$ cat config.mk
export PLATFORM = sky130hd
export DESIGN_NAME = ysyx_25020037_scoreboard
export DESIGN_NICKNAME = d
export VERILOG_FILES = /design/src/rtl/ysyx_25020037_scoreboard_pkg.sv /design/src/rtl/ysyx_25020037_sb_cnt.sv /design/src/rtl/ysyx_25020037_scoreboard.sv
export SDC_FILE = /design/constraint.sdc
export NUM_CORES = 1
export LEC_CHECK = 0
export CORE_MARGIN = 10
export CORE_UTILIZATION = 45
export CTS_BUF_LIST = sky130_fd_sc_hd__clkbuf_16
export CTS_CLUSTER_SIZE = 28
export DETAILED_ROUTE_END_ITERATION = 8
export HOLD_SLACK_MARGIN = 0.12
export SLEW_MARGIN = 30
export SYNTH_ARGS = -nofsm -noshare
export SYNTH_HDL_FRONTEND = slang
export SYNTH_HIERARCHICAL = 1
export SYNTH_SLANG_ARGS = --single-unit
$ cat constraint.sdc
create_clock -name clk -period 9.1 [get_ports clk]
set_clock_uncertainty 0.15 [all_clocks]
set_input_delay 2.275 -clock clk [delete_from_list [all_inputs] [get_ports clk]]
set_output_delay 2.275 -clock clk [all_outputs]
set_load 0.05 [all_outputs]
$ cat src/rtl/ysyx_25020037_scoreboard_pkg.sv
// Shared configuration for the issue scoreboard: GPR geometry, FSM encodings
// and performance-stall cause codes.
package ysyx_25020037_scoreboard_pkg;

  localparam int unsigned GPR_IDX_W = 4;
  localparam int unsigned NUM_GPR   = 16;
  localparam int unsigned INFL_W    = 4;

  typedef enum logic [1:0] {
    ST_RUN    = 2'd0,
    ST_DRAIN  = 2'd1,
    ST_SERIAL = 2'd2
  } sb_state_e;

  localparam int unsigned PERF_RAW_STALL    = 0;
  localparam int unsigned PERF_SERIAL_STALL = 1;
  localparam int unsigned PERF_FULL_STALL   = 2;

endpackage

$ cat src/rtl/ysyx_25020037_sb_cnt.sv
// One per-register pending-write counter; saturates at both ends so an
// illegal extra retire or issue can never wrap it.
module ysyx_25020037_sb_cnt #(
  parameter int unsigned CNT_W = 3
) (
  input  logic clk,
  input  logic rst,
  input  logic inc_i,
  input  logic dec_i,
  output logic zero_o,
  output logic full_o
);

  logic [CNT_W-1:0] cnt_q, cnt_d;

  assign zero_o = (cnt_q == '0);
  assign full_o = (cnt_q == '1);

  // Simultaneous inc and dec cancel out.
  always_comb begin
    cnt_d = cnt_q;
    if (inc_i && !dec_i && !full_o) begin
      cnt_d = cnt_q + CNT_W'(1);
    end else if (dec_i && !inc_i && !zero_o) begin
      cnt_d = cnt_q - CNT_W'(1);
    end
  end

  always_ff @(posedge clk or posedge rst) begin
    if (rst) begin
      cnt_q <= '0;
    end else begin
      cnt_q <= cnt_d;
    end
  end

  always_ff @(posedge clk) begin
    if (!rst && dec_i && !inc_i) begin
      assert (!zero_o);
    end
  end

endmodule

$ cat src/rtl/ysyx_25020037_scoreboard.sv
// Decode->execute issue controller: GPR RAW/WAW tracking and serialisation.
// Optional stall statistics under YSYX_25020037_SCOREBOARD_PERF_EN.
module ysyx_25020037_scoreboard
  import ysyx_25020037_scoreboard_pkg::*;
#(
  parameter int unsigned MAX_INFLIGHT = 4,
  parameter int unsigned CNT_W        = 3
) (
  input  logic                 clk,
  input  logic                 rst,
  input  logic                 issue_valid,
  input  logic [GPR_IDX_W-1:0] issue_rs1,
  input  logic [GPR_IDX_W-1:0] issue_rs2,
  input  logic                 issue_rs1_used,
  input  logic                 issue_rs2_used,
  input  logic [GPR_IDX_W-1:0] issue_rd,
  input  logic                 issue_we,
  input  logic                 issue_serial,
  input  logic                 exu_ready,
  output logic                 issue_ready,
  output logic                 issue_fire,
  input  logic                 flush,
  input  logic                 wb_valid,
  input  logic                 wb_we,
  input  logic [GPR_IDX_W-1:0] wb_rd,
  output logic [INFL_W-1:0]    inflight,
  output logic [NUM_GPR-1:0]   busy_vec
);

  sb_state_e           state_q, state_d;
  logic [INFL_W-1:0]   inflight_q, inflight_d;
  logic [NUM_GPR-1:0]  pend_zero, pend_full, pend_inc, pend_dec;
  logic                hazard_c, infl_ok_c, base_c, ready_c, retire_ok_c;

  // Index 0 is instantiated but never driven, so x0 is permanently idle.
  for (genvar i = 0; i < int'(NUM_GPR); i++) begin : g_pend
    if (i == 0) begin : g_x0
      assign pend_inc[i] = 1'b0;
      assign pend_dec[i] = 1'b0;
    end else begin : g_gpr
      assign pend_inc[i] = issue_fire & issue_we & (issue_rd == GPR_IDX_W'(i));
      assign pend_dec[i] = wb_valid & wb_we & (wb_rd == GPR_IDX_W'(i));
    end
    ysyx_25020037_sb_cnt #(.CNT_W(CNT_W)) u_cnt (
      .clk    (clk),
      .rst    (rst),
      .inc_i  (pend_inc[i]),
      .dec_i  (pend_dec[i]),
      .zero_o (pend_zero[i]),
      .full_o (pend_full[i])
    );
  end

  assign hazard_c = (issue_rs1_used & (issue_rs1 != '0) & ~pend_zero[issue_rs1])
                  | (issue_rs2_used & (issue_rs2 != '0) & ~pend_zero[issue_rs2])
                  | (issue_we & (issue_rd != '0) & pend_full[issue_rd]);
  assign infl_ok_c = (inflight_q < INFL_W'(MAX_INFLIGHT));
  assign base_c    = exu_ready & ~flush & ~hazard_c & infl_ok_c;

  assign issue_ready = ready_c & ~rst;
  assign issue_fire  = issue_valid & issue_ready;
  assign inflight    = inflight_q;
  assign busy_vec    = ~pend_zero;

  always_ff @(posedge clk or posedge rst) begin
    if (rst) begin
      state_q <= ST_RUN;
    end else begin
      state_q <= state_d;
    end
  end

  // Serial candidates wait in DRAIN for an empty pipe, then own it in SERIAL.
  always_comb begin
    state_d = state_q;
    ready_c = 1'b0;
    case (state_q)
      ST_RUN: begin
        if (issue_serial && inflight_q != '0) begin
          if (issue_valid && !flush) state_d = ST_DRAIN;
        end else begin
          ready_c = base_c;
          if (issue_fire && issue_serial) state_d = ST_SERIAL;
        end
      end
      ST_DRAIN: begin
        if (flush) begin
          state_d = ST_RUN;
        end else if (inflight_q == '0) begin
          ready_c = base_c;
          if (issue_fire) state_d = issue_serial ? ST_SERIAL : ST_RUN;
        end
      end
      ST_SERIAL: begin
        if (wb_valid && inflight_q == INFL_W'(1)) state_d = ST_RUN;
      end
      default: state_d = ST_RUN;
    endcase
  end

  assign retire_ok_c = wb_valid & (inflight_q != '0);

  always_comb begin
    inflight_d = inflight_q;
    if (issue_fire && !retire_ok_c) begin
      inflight_d = inflight_q + INFL_W'(1);
    end else if (!issue_fire && retire_ok_c) begin
      inflight_d = inflight_q - INFL_W'(1);
    end
  end

  always_ff @(posedge clk or posedge rst) begin
    if (rst) begin
      inflight_q <= '0;
    end else begin
      inflight_q <= inflight_d;
    end
  end

  always_ff @(posedge clk) begin
    if (!rst && wb_valid) begin
      assert (inflight_q != '0);
    end
  end

`ifdef YSYX_25020037_SCOREBOARD_PERF_EN
  logic [31:0] raw_stall_cycles_q, serial_stall_cycles_q, full_stall_cycles_q;
  logic        stall_c, serial_cause_c, full_cause_c, raw_cause_c;

  assign stall_c        = issue_valid & ~issue_ready;
  assign serial_cause_c = (state_q != ST_RUN) | (issue_serial & (inflight_q != '0));
  assign full_cause_c   = ~serial_cause_c & ~infl_ok_c;
  assign raw_cause_c    = ~serial_cause_c & ~full_cause_c & hazard_c;

  always_ff @(posedge clk or posedge rst) begin
    if (rst) begin
      raw_stall_cycles_q    <= '0;
      serial_stall_cycles_q <= '0;
      full_stall_cycles_q   <= '0;
    end else if (stall_c) begin
      if (serial_cause_c) serial_stall_cycles_q <= serial_stall_cycles_q + 32'd1;
      if (full_cause_c)   full_stall_cycles_q   <= full_stall_cycles_q + 32'd1;
      if (raw_cause_c)    raw_stall_cycles_q    <= raw_stall_cycles_q + 32'd1;
    end
  end
`endif

endmodule
Word level (Yosys, flattened, before mapping)
Index checks and enable logic that the tools add are counted.
Widths: inputs -> output; s select.
- $add $sub $neg: 32
- order comparisons: 4
- equality and inequality tests: 53
- multiplexer cells: 51
- bitwise operators: 52
- reduce and logical (&&, ||, !) cells: 167
- operators by type and width (operator ; count):
    $mux 3 ; 30
    $logic_and 1x1->1 ; 66
    $eq 4x4->1 const B ; 16
    $logic_not 1->1 ; 63
    $add 3x1->3 const B ; 15
    $eq 3x3->1 const B ; 15
    $logic_not 3->1 ; 15
    $sub 3x1->3 const B ; 15
    $and 1x1->1 ; 44
    $eq 4x3->1 const B ; 8
    $reduce_bool 2->1 ; 16
    $eq 4x2->1 const B ; 4
    $mux 2 ; 8
    $not 16->16 ; 1
    $reduce_bool 4->1 ; 4
    $lt 4x5->1 const B ; 3
    $bmux 1 s4 ; 3
    $eq 4x1->1 const B ; 3
    $ne 3x3->1 const B ; 4
    $mux 4 ; 2
    $mux 1 ; 6
    $pmux 2 s3 ; 1
    $not 1->1 ; 5
    $reduce_and 5->1 ; 1
    other kinds (10) ; 11
- flip-flop bits (word level): 51
- output and inout bits: 22
- logic and storage cells: 376

Depth between registers and ports, before layout
Gate-level depths: netlist of run 1.
- depth after elaboration: 22
- depth in mapped cells: 15
- mapped depth without buffers: 13

Hierarchy
Netlist of run 1, hierarchy kept.
- modules (own cells, without submodules) (module ; times used ; cells each ; area an instance (sq um) ; seq. area each (sq um)):
    ysyx_25020037_sb_cnt ; 16 ; 34 ; 289.0 ; 75.1
    ysyx_25020037_scoreboard ; 1 ; 163 ; 1211.2 ; 150.1

Worst setup path after synthesis of run 1
No wires, ideal clock.
- kind: input port to output port
- start: in issue_rd[1]
- end: out issue_ready
- data arrival time: 4.027 ns
- data required time: 6.675 ns
- path slack: 2.648 ns
- cell stages on the path: 8
- buffers on the path: 2
- cell sequence: clkbuf_1 -> mux4_2 -> and4b_1 -> nor4_2 -> o211a_1 -> nand2_4 -> buf_6 -> inv_1
- cells in the longest elaborated chain, start to end: 11
- elaborated cells between the ends (all ways): 14
- classes of those cells: mux (6); bitwise (7); reduce/logical (1)
- RTL lines (item ; line ; source):
    from (decl) ; ysyx_25020037_scoreboard.sv:16 ; input logic [GPR_IDX_W-1:0] issue_rd,
    $bmux 1 s4 or $reduce_bool 4->1 (tied branches) ; ysyx_25020037_scoreboard.sv:56 ; | (issue_we & (issue_rd != '0) & pend_full[issue_rd]);
    $mux 1 (implied by the code) or $and 1x1->1 (tied branches) ; ysyx_25020037_scoreboard.sv:56 ;
    $and 1x1->1 * ; ysyx_25020037_scoreboard.sv:56 ;
    $or 1x1->1 * ; ysyx_25020037_scoreboard.sv:56 ;
    $not 1->1 * ; ysyx_25020037_scoreboard.sv:58 ; assign base_c = exu_ready & ~flush & ~hazard_c & infl_ok_c;
    $and 1x1->1 * (2 in series) ; ysyx_25020037_scoreboard.sv:58 ;
    $mux 1 ; ysyx_25020037_scoreboard.sv:89 ; end else if (inflight_q == '0) begin
    $mux 1 ; ysyx_25020037_scoreboard.sv:87 ; if (flush) begin
    $pmux 1 s2 * ; ysyx_25020037_scoreboard.sv:77 ; case (state_q)
    $and 1x1->1 * ; ysyx_25020037_scoreboard.sv:60 ; assign issue_ready = ready_c & ~rst;
    to (decl) ; ysyx_25020037_scoreboard.sv:20 ; output logic issue_ready,
Every way passes the cells marked *; elsewhere a longest branch is shown, timed or not. The select of a mux whose other input is x is not followed.

Final worst setup path of run 1
- start: in issue_rs2[2]
- end: out issue_ready
- cells in the longest elaborated chain, start to end: 13
- elaborated cells between the ends (all ways): 16
- classes of those cells: mux (6); bitwise (9); reduce/logical (1)
- RTL lines (item ; line ; source):
    from (decl) ; ysyx_25020037_scoreboard.sv:13 ; input logic [GPR_IDX_W-1:0] issue_rs2,
    $bmux 1 s4 ; ysyx_25020037_scoreboard.sv:55 ; | (issue_rs2_used & (issue_rs2 != '0) & ~pend_zero[issue_rs2])
    $mux 1 (implied by the code) ; ysyx_25020037_scoreboard.sv:55 ;
    $not 1->1 ; ysyx_25020037_scoreboard.sv:55 ;
    $and 1x1->1 * ; ysyx_25020037_scoreboard.sv:55 ;
    $or 1x1->1 * ; ysyx_25020037_scoreboard.sv:55 ;
    $or 1x1->1 * ; ysyx_25020037_scoreboard.sv:56 ;
    $not 1->1 * ; ysyx_25020037_scoreboard.sv:58 ;
    $and 1x1->1 * (2 in series) ; ysyx_25020037_scoreboard.sv:58 ;
    $mux 1 ; ysyx_25020037_scoreboard.sv:89 ;
    $mux 1 ; ysyx_25020037_scoreboard.sv:87 ;
    $pmux 1 s2 * ; ysyx_25020037_scoreboard.sv:77 ;
    $and 1x1->1 * ; ysyx_25020037_scoreboard.sv:60 ;
Marked as above.

==> results.md, run 1 <==
* EDFF count, synth at 0
* FFs w/ async S/R, synth at 100%
* Detailed-route via count at 5659
* Int Pwr at 808 µW
* IO Pins at 49
* Hold Crit Depth at 1
* Setup violations, final at 0
* CTS max path bufs at 2
* Gate Count Post-Synth at 707
* Die Width at 134 µm
* Clock latency on the worst-skew pair at 0.30 ns
* Hpwl dp at 12300 µm
* DP Worst Slack at 1.42 ns
* Critical path class: in2out
* Count leader, synth: inv_1
* Top post-synthesis cells by area: dfrtp_1 (23%), inv_1 (5.5%), fa_1 (5.5%)
* Min Tclk post-route at 7.66 ns
* Max-slew headroom at 36.6%
* All-Layer GR Usage at 17.0%
* Layout cells sized above 1 at 8.27%
* Vias per cell at 6.06
* Post-cts sizing count at 0
* Clk sinks at 54
* DRT Pass-1 Iters at 5
* Max Cap Viol at 0
* Final Cycle Share at 84.1%
* Complex-gate fraction of the synthesized area at 26.7%
* Flop pwr share at 33.6%
* GRT overflow at 0
* R2R depth at 13
* Number of failing hold endpoints at the final stage at 0
* Post-route setup slack at 1.44 ns
* Fmax at 0.131 GHz
* Mux cell area share after synthesis at 4.29%
* Core ar. at 12700 µm²
* Sequential fraction of the synthesis area at 23.2%
* Row count at 41
* Flops & latches, synth at 54
* Port bufs at 48
* Proportion of netlist area held by the largest area contributor at 23.2%
* Combinational share of power at 54.8%
* Run status: complete, no violations
* DIE AREA at 17900 µm²
* Crit path DAT at 5.23 ns
* RSZ-0062 raised after global routing: false
* Final Slew Violations at 0
* # H-tree levels at 2
* Routed Antenna Nets at 0
* Synth-to-layout area growth at 15.2%
* Initial Util at 46.1%
* Worst path depth at 8
* DRT iter0 DRCs at 421
* Mapped Area at 5840 µm²
* Placer Congestion at 0.840
* Synth top cells by count: inv_1 (86), dfrtp_1 (54), nor3_1 (42), nand2b_1 (38), nor3b_1 (34)
* Leak Pwr at 2.58 nW
* Xor/xnor cell area share of the yosys netlist at 0.600%
* Pin slew with the least headroom to its limit at 0.944 ns
* Mean Syn Cell Area at 8.25 µm²
* CP max stage delay at 0.81 ns
* Clock Root Buffer: clkbuf_16
* Vias in the first global route at 5182
* Nets at 809
* Setup crit end kind: primary output
* Hold Crit Class: reg2reg
* Worst Path Required at 6.68 ns
* Crit path max fanout at 17
* Hold buffer count at CTS at 0
* Post-Synth Adder-Cell Area at 6.35%
* Largest family of logic cells by synthesized area: simple AND/OR/NAND/NOR gates
* Die height at 134 µm
* Synth cell types at 49
* Routed length per placed instance at 16.7 µm
* Ys flop type: dfrtp_1
* Slowest CP cell: clkdlybuf4s50_1
* Cell mode on critical path: clkdlybuf4s50_1
* First-pass GRT wire length at 25700 µm
* Yosys warns at 6
* Crit path launch type: input port
* Sw Ratio at 49.8%
* WP buf/inv at 3
* Clock share of power at 11.6%
* CP delay by family, top: buffers and inverters
* TritonCTS clock tree: done
* Worst vdd ir at 0.145 mV
* Initial antenna violation count at 0
* Post-Synth Simple-Gate Area at 31.5%
* Routed Wire Length at 15600 µm
* Num CTS Buffers at 5
* Clock Pin Slew Worst Setup and Hold Paths at 0.07 ns
* # DRC at 0
* Post-CTS setup buffer count at 0
* Critical-path cell list: clkdlybuf4s50_1, mux2i_1, a2111oi_0, nor4b_1, a21oi_1, nand2_4, inv_1, clkdlybuf4s50_1
* Setup_tns at 0 ns
* Net Sw Power at 803 µW
* Largest area contributor in the synthesized netlist: dfrtp_1
* Largest net degree at the start of global routing at 18
* P per Cell Area at 240 nW/µm²
* N_diodes at 0
[metrics by stage]
stage               util, %  instances  hold slack, ns  instance area, µm²  total power [mW]
detailed placement     51.8        927           0.340                6560              1.43
CTS                    52.9        934           0.353                6700              1.62
global route           53.1        934           0.368                6720              1.75
global placement       51.6        927           0.334                6540              1.40
floorplan                 -        723           0.395                5900              1.16
finish                 53.1        934           0.347                6720              1.61
[cell families (layout without fill, tap and decap cells)]
family	Yosys count	in the layout
AOI/OAI and AO/OA	206	206
xor gates and xnor gates	4	4
adders and majority gates	20	20
buffers and inverters	109	148
DFF	54	54
muxes	20	20
other	1	17
and+or+nand+nor	293	293
[final timing paths]
path	from	slack (ns)	to
max	issue_rs2[2]	1.44	issue_ready
min	inflight[3]	0.35	inflight[3]
min in group asynchronous	rst	2.24	g_pend[14].u_cnt/cnt_q[2]
max reg2reg	g_pend[5].u_cnt/cnt_q[0]	3.92	g_pend[15].u_cnt/cnt_q[2]
max in group asynchronous	rst	6.29	state_q[1]
min reg2reg	inflight[3]	0.35	inflight[3]
[cells in the final DEF, fill, tap and decap left out, types with 17 or more instances in the layout]
| cell | instances |
|---|---|
| inv_1 | 86 |
| a211oi_1 | 17 |
| nor3b_1 | 34 |
| a21oi_1 | 22 |
| a31oi_1 | 32 |
| o21ai_0 | 33 |
| dfrtp_1 | 54 |
| nor2_1 | 32 |
| nor3_1 | 42 |
| and3_1 | 18 |
| nand2b_1 | 38 |
| nand3b_1 | 17 |
| clkdlybuf4s50_1 | 48 |
| o211a_1 | 17 |
| nand2_1 | 28 |
| conb_1 | 17 |
[routing by layer]
| metal | global-route usage [%] | wire, µm | up-vias |
|---|---|---|---|
| li1 | - | - | 2751 |
| met1 | 21.0 | 6840 | 2736 |
| met2 | 29.8 | 7770 | 149 |
| met3 | 2.58 | 631 | 23 |
| met4 | 5.44 | 346 | 0 |
| met5 | 0 | 0 | - |
[final cells by class]
| class | count | area (µm²) |
|---|---|---|
| fill | 1250 | 5950 |
| multi-input combinational | 560 | 4170 |
| sequential | 54 | 1350 |
| timing repair buffer | 55 | 533 |
| inverter | 86 | 323 |
| tap | 172 | 215 |
| clock buffer | 5 | 125 |
| clock inverter | 2 | 10.0 |
[registers in the layout, summed over array words and instances (netlist names)]
| signal | count |
|---|---|
| state_q | 2 |
| inflight | 4 |
| g_pend.u_cnt/cnt_q | 48 |
[power by group through the flow]
stage | Combinational (mW) | Sequential [mW] | Clock, mW
2_1_floorplan | 0.669 | 0.493 | 0
6_report | 0.883 | 0.542 | 0.187
3_3_place_gp | 0.865 | 0.538 | 0
5_1_grt | 0.973 | 0.573 | 0.201
3_5_place_dp | 0.885 | 0.545 | 0
4_1_cts | 0.886 | 0.541 | 0.191
Note: power is estimated with default switching activity, not from simulation.
==> run 2, diff against run 1 <==
- PLACE_DENSITY: not set -> 0.67
- clock period: 9.1 -> 6.49 ns (I/O delays scaled with it)
==> run 2 against run 1 <==
- final cell count rose by 1.4%
- non-clock buffer count is 12 higher
- sequential share of layout area fell by 0.22 points
==> results.md, run 2 (synthesis gave the netlist of run 1 again) <==
* Run status: complete, no violations (unchanged)
* Sw Ratio at 49.9% (was 49.8%)
* Critical-path cell list: clkdlybuf4s50_1, mux2i_1, a2111oi_0, nor4b_1, a21oi_1, nand2_4, nor4_1, buf_4, nor2b_2, or2b_1, fa_1, nor3b_1, a31oi_1, o221a_1 (was clkdlybuf4s50_1, mux2i_1, a2111oi_0, nor4b_1, a21oi_1, nand2_4, inv_1, clkdlybuf4s50_1)
* TritonCTS clock tree: done (unchanged)
* Worst vdd ir at 0.170 mV (was 0.145 mV)
* Flop pwr share at 33.5% (was 33.6%)
* Pin slew with the least headroom to its limit at 0.919 ns (was 0.944 ns)
* Hold buffer count at CTS at 0 (unchanged)
* Worst Path Required at 6.54 ns (was 6.68 ns)
* Setup violations, final at 0 (unchanged)
* Setup crit end kind: flop (was primary output)
* Number of failing hold endpoints at the final stage at 0 (unchanged)
* # DRC at 0 (unchanged)
* Leak Pwr at 2.66 nW (was 2.58 nW)
* # H-tree levels at 2 (unchanged)
* Clock share of power at 11.9% (was 11.6%)
* Post-CTS setup buffer count at 0 (unchanged)
* Placer Congestion at 0.867 (was 0.840)
* Port bufs at 48 (unchanged)
* Net Sw Power at 1.13 mW (was 803 µW)
* Most common cell after layout, fill and taps aside: inv_1 (unchanged)
* N_diodes at 0 (unchanged)
* Num CTS Buffers at 5 (unchanged)
* Core ar. at 12700 µm² (unchanged)
* Biggest register: g_pend.u_cnt/cnt_q (unchanged)
* Fmax at 0.168 GHz
* Hpwl dp at 12500 µm (was 12300 µm)
* Die height at 134 µm (unchanged)
* Post-cts sizing count at 0 (unchanged)
* DP Worst Slack at 0.303 ns (was 1.42 ns)
* Critical path class: in2reg (was in2out)
* Hold slack at 0.355 ns (was 0.347 ns)
* Die Width at 134 µm (unchanged)
* DIE AREA at 17900 µm² (unchanged)
* Hold Crit Class: reg2reg (unchanged)
* Crit path launch type: input port (unchanged)
* Int Pwr at 1.14 mW (was 808 µW)
* Setup_tns at 0 ns (unchanged)
* Post-route setup slack at 0.554 ns (was 1.44 ns)
* GRT overflow at 0 (unchanged)
* Vias per cell at 6.04 (was 6.06)
* Max-slew headroom at 38.3% (was 36.6%)
* Combinational share of power at 54.6% (was 54.8%)
* Crit path max fanout at 17 (unchanged)
* Final Slew Violations at 0 (unchanged)
* Met3 Usage GRT at 2.80% (was 2.58%)
* Clk sinks at 54 (unchanged)
* RSZ-0062 raised after global routing: false (unchanged)
* GR peak layer: met2 (unchanged)
* Nets at 821 (was 809)
* Largest net degree at the start of global routing at 18 (unchanged)
* DRT iter0 DRCs at 593 (was 421)
* Crit path DAT at 5.99 ns (was 5.23 ns)
* P per Cell Area at 334 nW/µm² (was 240 nW/µm²)
* CP max stage delay at 0.70 ns (was 0.81 ns)
* Commonest cells after routing, fill and taps aside: inv_1 (87), dfrtp_1 (54), clkdlybuf4s50_1 (46), nor3_1 (41), nand2b_1 (38) (was inv_1 (86), dfrtp_1 (54), clkdlybuf4s50_1 (48), nor3_1 (42), nand2b_1 (38))
* Clock Root Buffer: clkbuf_16 (unchanged)
* CTS max path bufs at 2 (unchanged)
* Routed Antenna Nets at 0 (unchanged)
* Row count at 41 (unchanged)
* R2R Setup Slk at 1.54 ns (was 3.92 ns)
* Vias in the first global route at 5437 (was 5182)
* Layout cells sized above 1 at 9.03% (was 8.27%)
* # fillers at 1203 (was 1250)
* DRT Pass-1 Iters at 6 (was 5)
* Synth-to-layout area growth at 16.5% (was 15.2%)
* Slowest CP cell: clkdlybuf4s50_1 (unchanged)
* Met2 usage at 30.8% (was 29.8%)
* All-Layer GR Usage at 17.4% (was 17.0%)
* Min Tclk post-route at 5.94 ns
* GR Util met1 at 21.1% (was 21.0%)
* First-pass GRT wire length at 26100 µm (was 25700 µm)
* Initial antenna violation count at 0 (unchanged)
* IO Pins at 49 (unchanged)
* Clock latency on the worst-skew pair at 0.31 ns (was 0.30 ns)
* Flip-flop count of the largest register after layout at 48 (unchanged)
* Initial Util at 46.1% (unchanged)
* Detailed-route via count at 5717 (was 5659)
* Max Cap Viol at 0 (unchanged)
* Clock Pin Slew Worst Setup and Hold Paths at 0.07 ns (about the same)
* Routed Wire Length at 15800 µm (was 15600 µm)
* Routed length per placed instance at 16.7 µm (about the same)
* Final Cycle Share at 91.5%
==> run 2: changes by cell type in the layout (fill, tap and decap cells not counted), sizes merged <==
cell | previous run | this run
buf | 7 | 21
clkdlybuf4s50 | 48 | 46
inv | 86 | 87
==> run 2: critical path, delay by kind of cell <==
kind	cells	cell delay, ns
AOI/OAI and AO/OA	4	1.20
muxes	1	0.14
buffers and inverters	2	0.92
adders and majority gates	1	0.45
and+or+nand+nor	6	1.62
==> run 2: area by class of cell <==
| cell class | count | area (µm²) | share of cell area (%) |
|---|---|---|---|
| clock buffer | 5 | 125 | 1.84 |
| clock inverter | 3 | 12.5 | 0.184 |
| inverter | 86 | 323 | 4.75 |
| multi-input combinational | 560 | 4130 | 60.7 |
| sequential | 54 | 1350 | 19.9 |
| tap | 172 | 215 | 3.17 |
| timing repair buffer | 67 | 643 | 9.46 |
==> run 2: layer usage <==
layer / vias to the layer above / part of all wire [%]
li1: 2773 / -
met2: 148 / 50
met4: 0 / 1.6
met1: 2778 / 43
met5: - / 0
met3: 18 / 4.9
==> run 2: worst paths after layout <==
check | startpoint | end | cells past startpoint
min in group asynchronous | rst | state_q[0] | 2
max | issue_rs2[2] | g_pend[2].u_cnt/cnt_q[2] | 14
min | inflight[3] | inflight[3] | 1
min reg2reg | inflight[3] | inflight[3] | 1
max in group asynchronous | rst | g_pend[12].u_cnt/cnt_q[0] | 3
max reg2reg | g_pend[5].u_cnt/cnt_q[0] | g_pend[2].u_cnt/cnt_q[2] | 14
==> run 2: metrics by stage <==
stage | instance area, µm² | utilization, % | power [mW] | instances
3_5_place_dp | 6650 | 52.5 | 2.00 | 939
3_3_place_gp | 6650 | 52.5 | 1.95 | 939
6_report | 6800 | 53.6 | 2.27 | 947
2_1_floorplan | 5900 | - | 1.63 | 723
5_1_grt | 6800 | 53.6 | 2.44 | 947
4_1_cts | 6790 | 53.6 | 2.27 | 947
==> run 2: power groups by stage <==
stage	logic [mW]	clock network [mW]	registers (mW)
4_1_cts	1.24	0.277	0.756
3_3_place_gp	1.20	0	0.748
2_1_floorplan	0.938	0	0.691
6_report	1.24	0.270	0.759
5_1_grt	1.35	0.290	0.802
3_5_place_dp	1.24	0	0.762
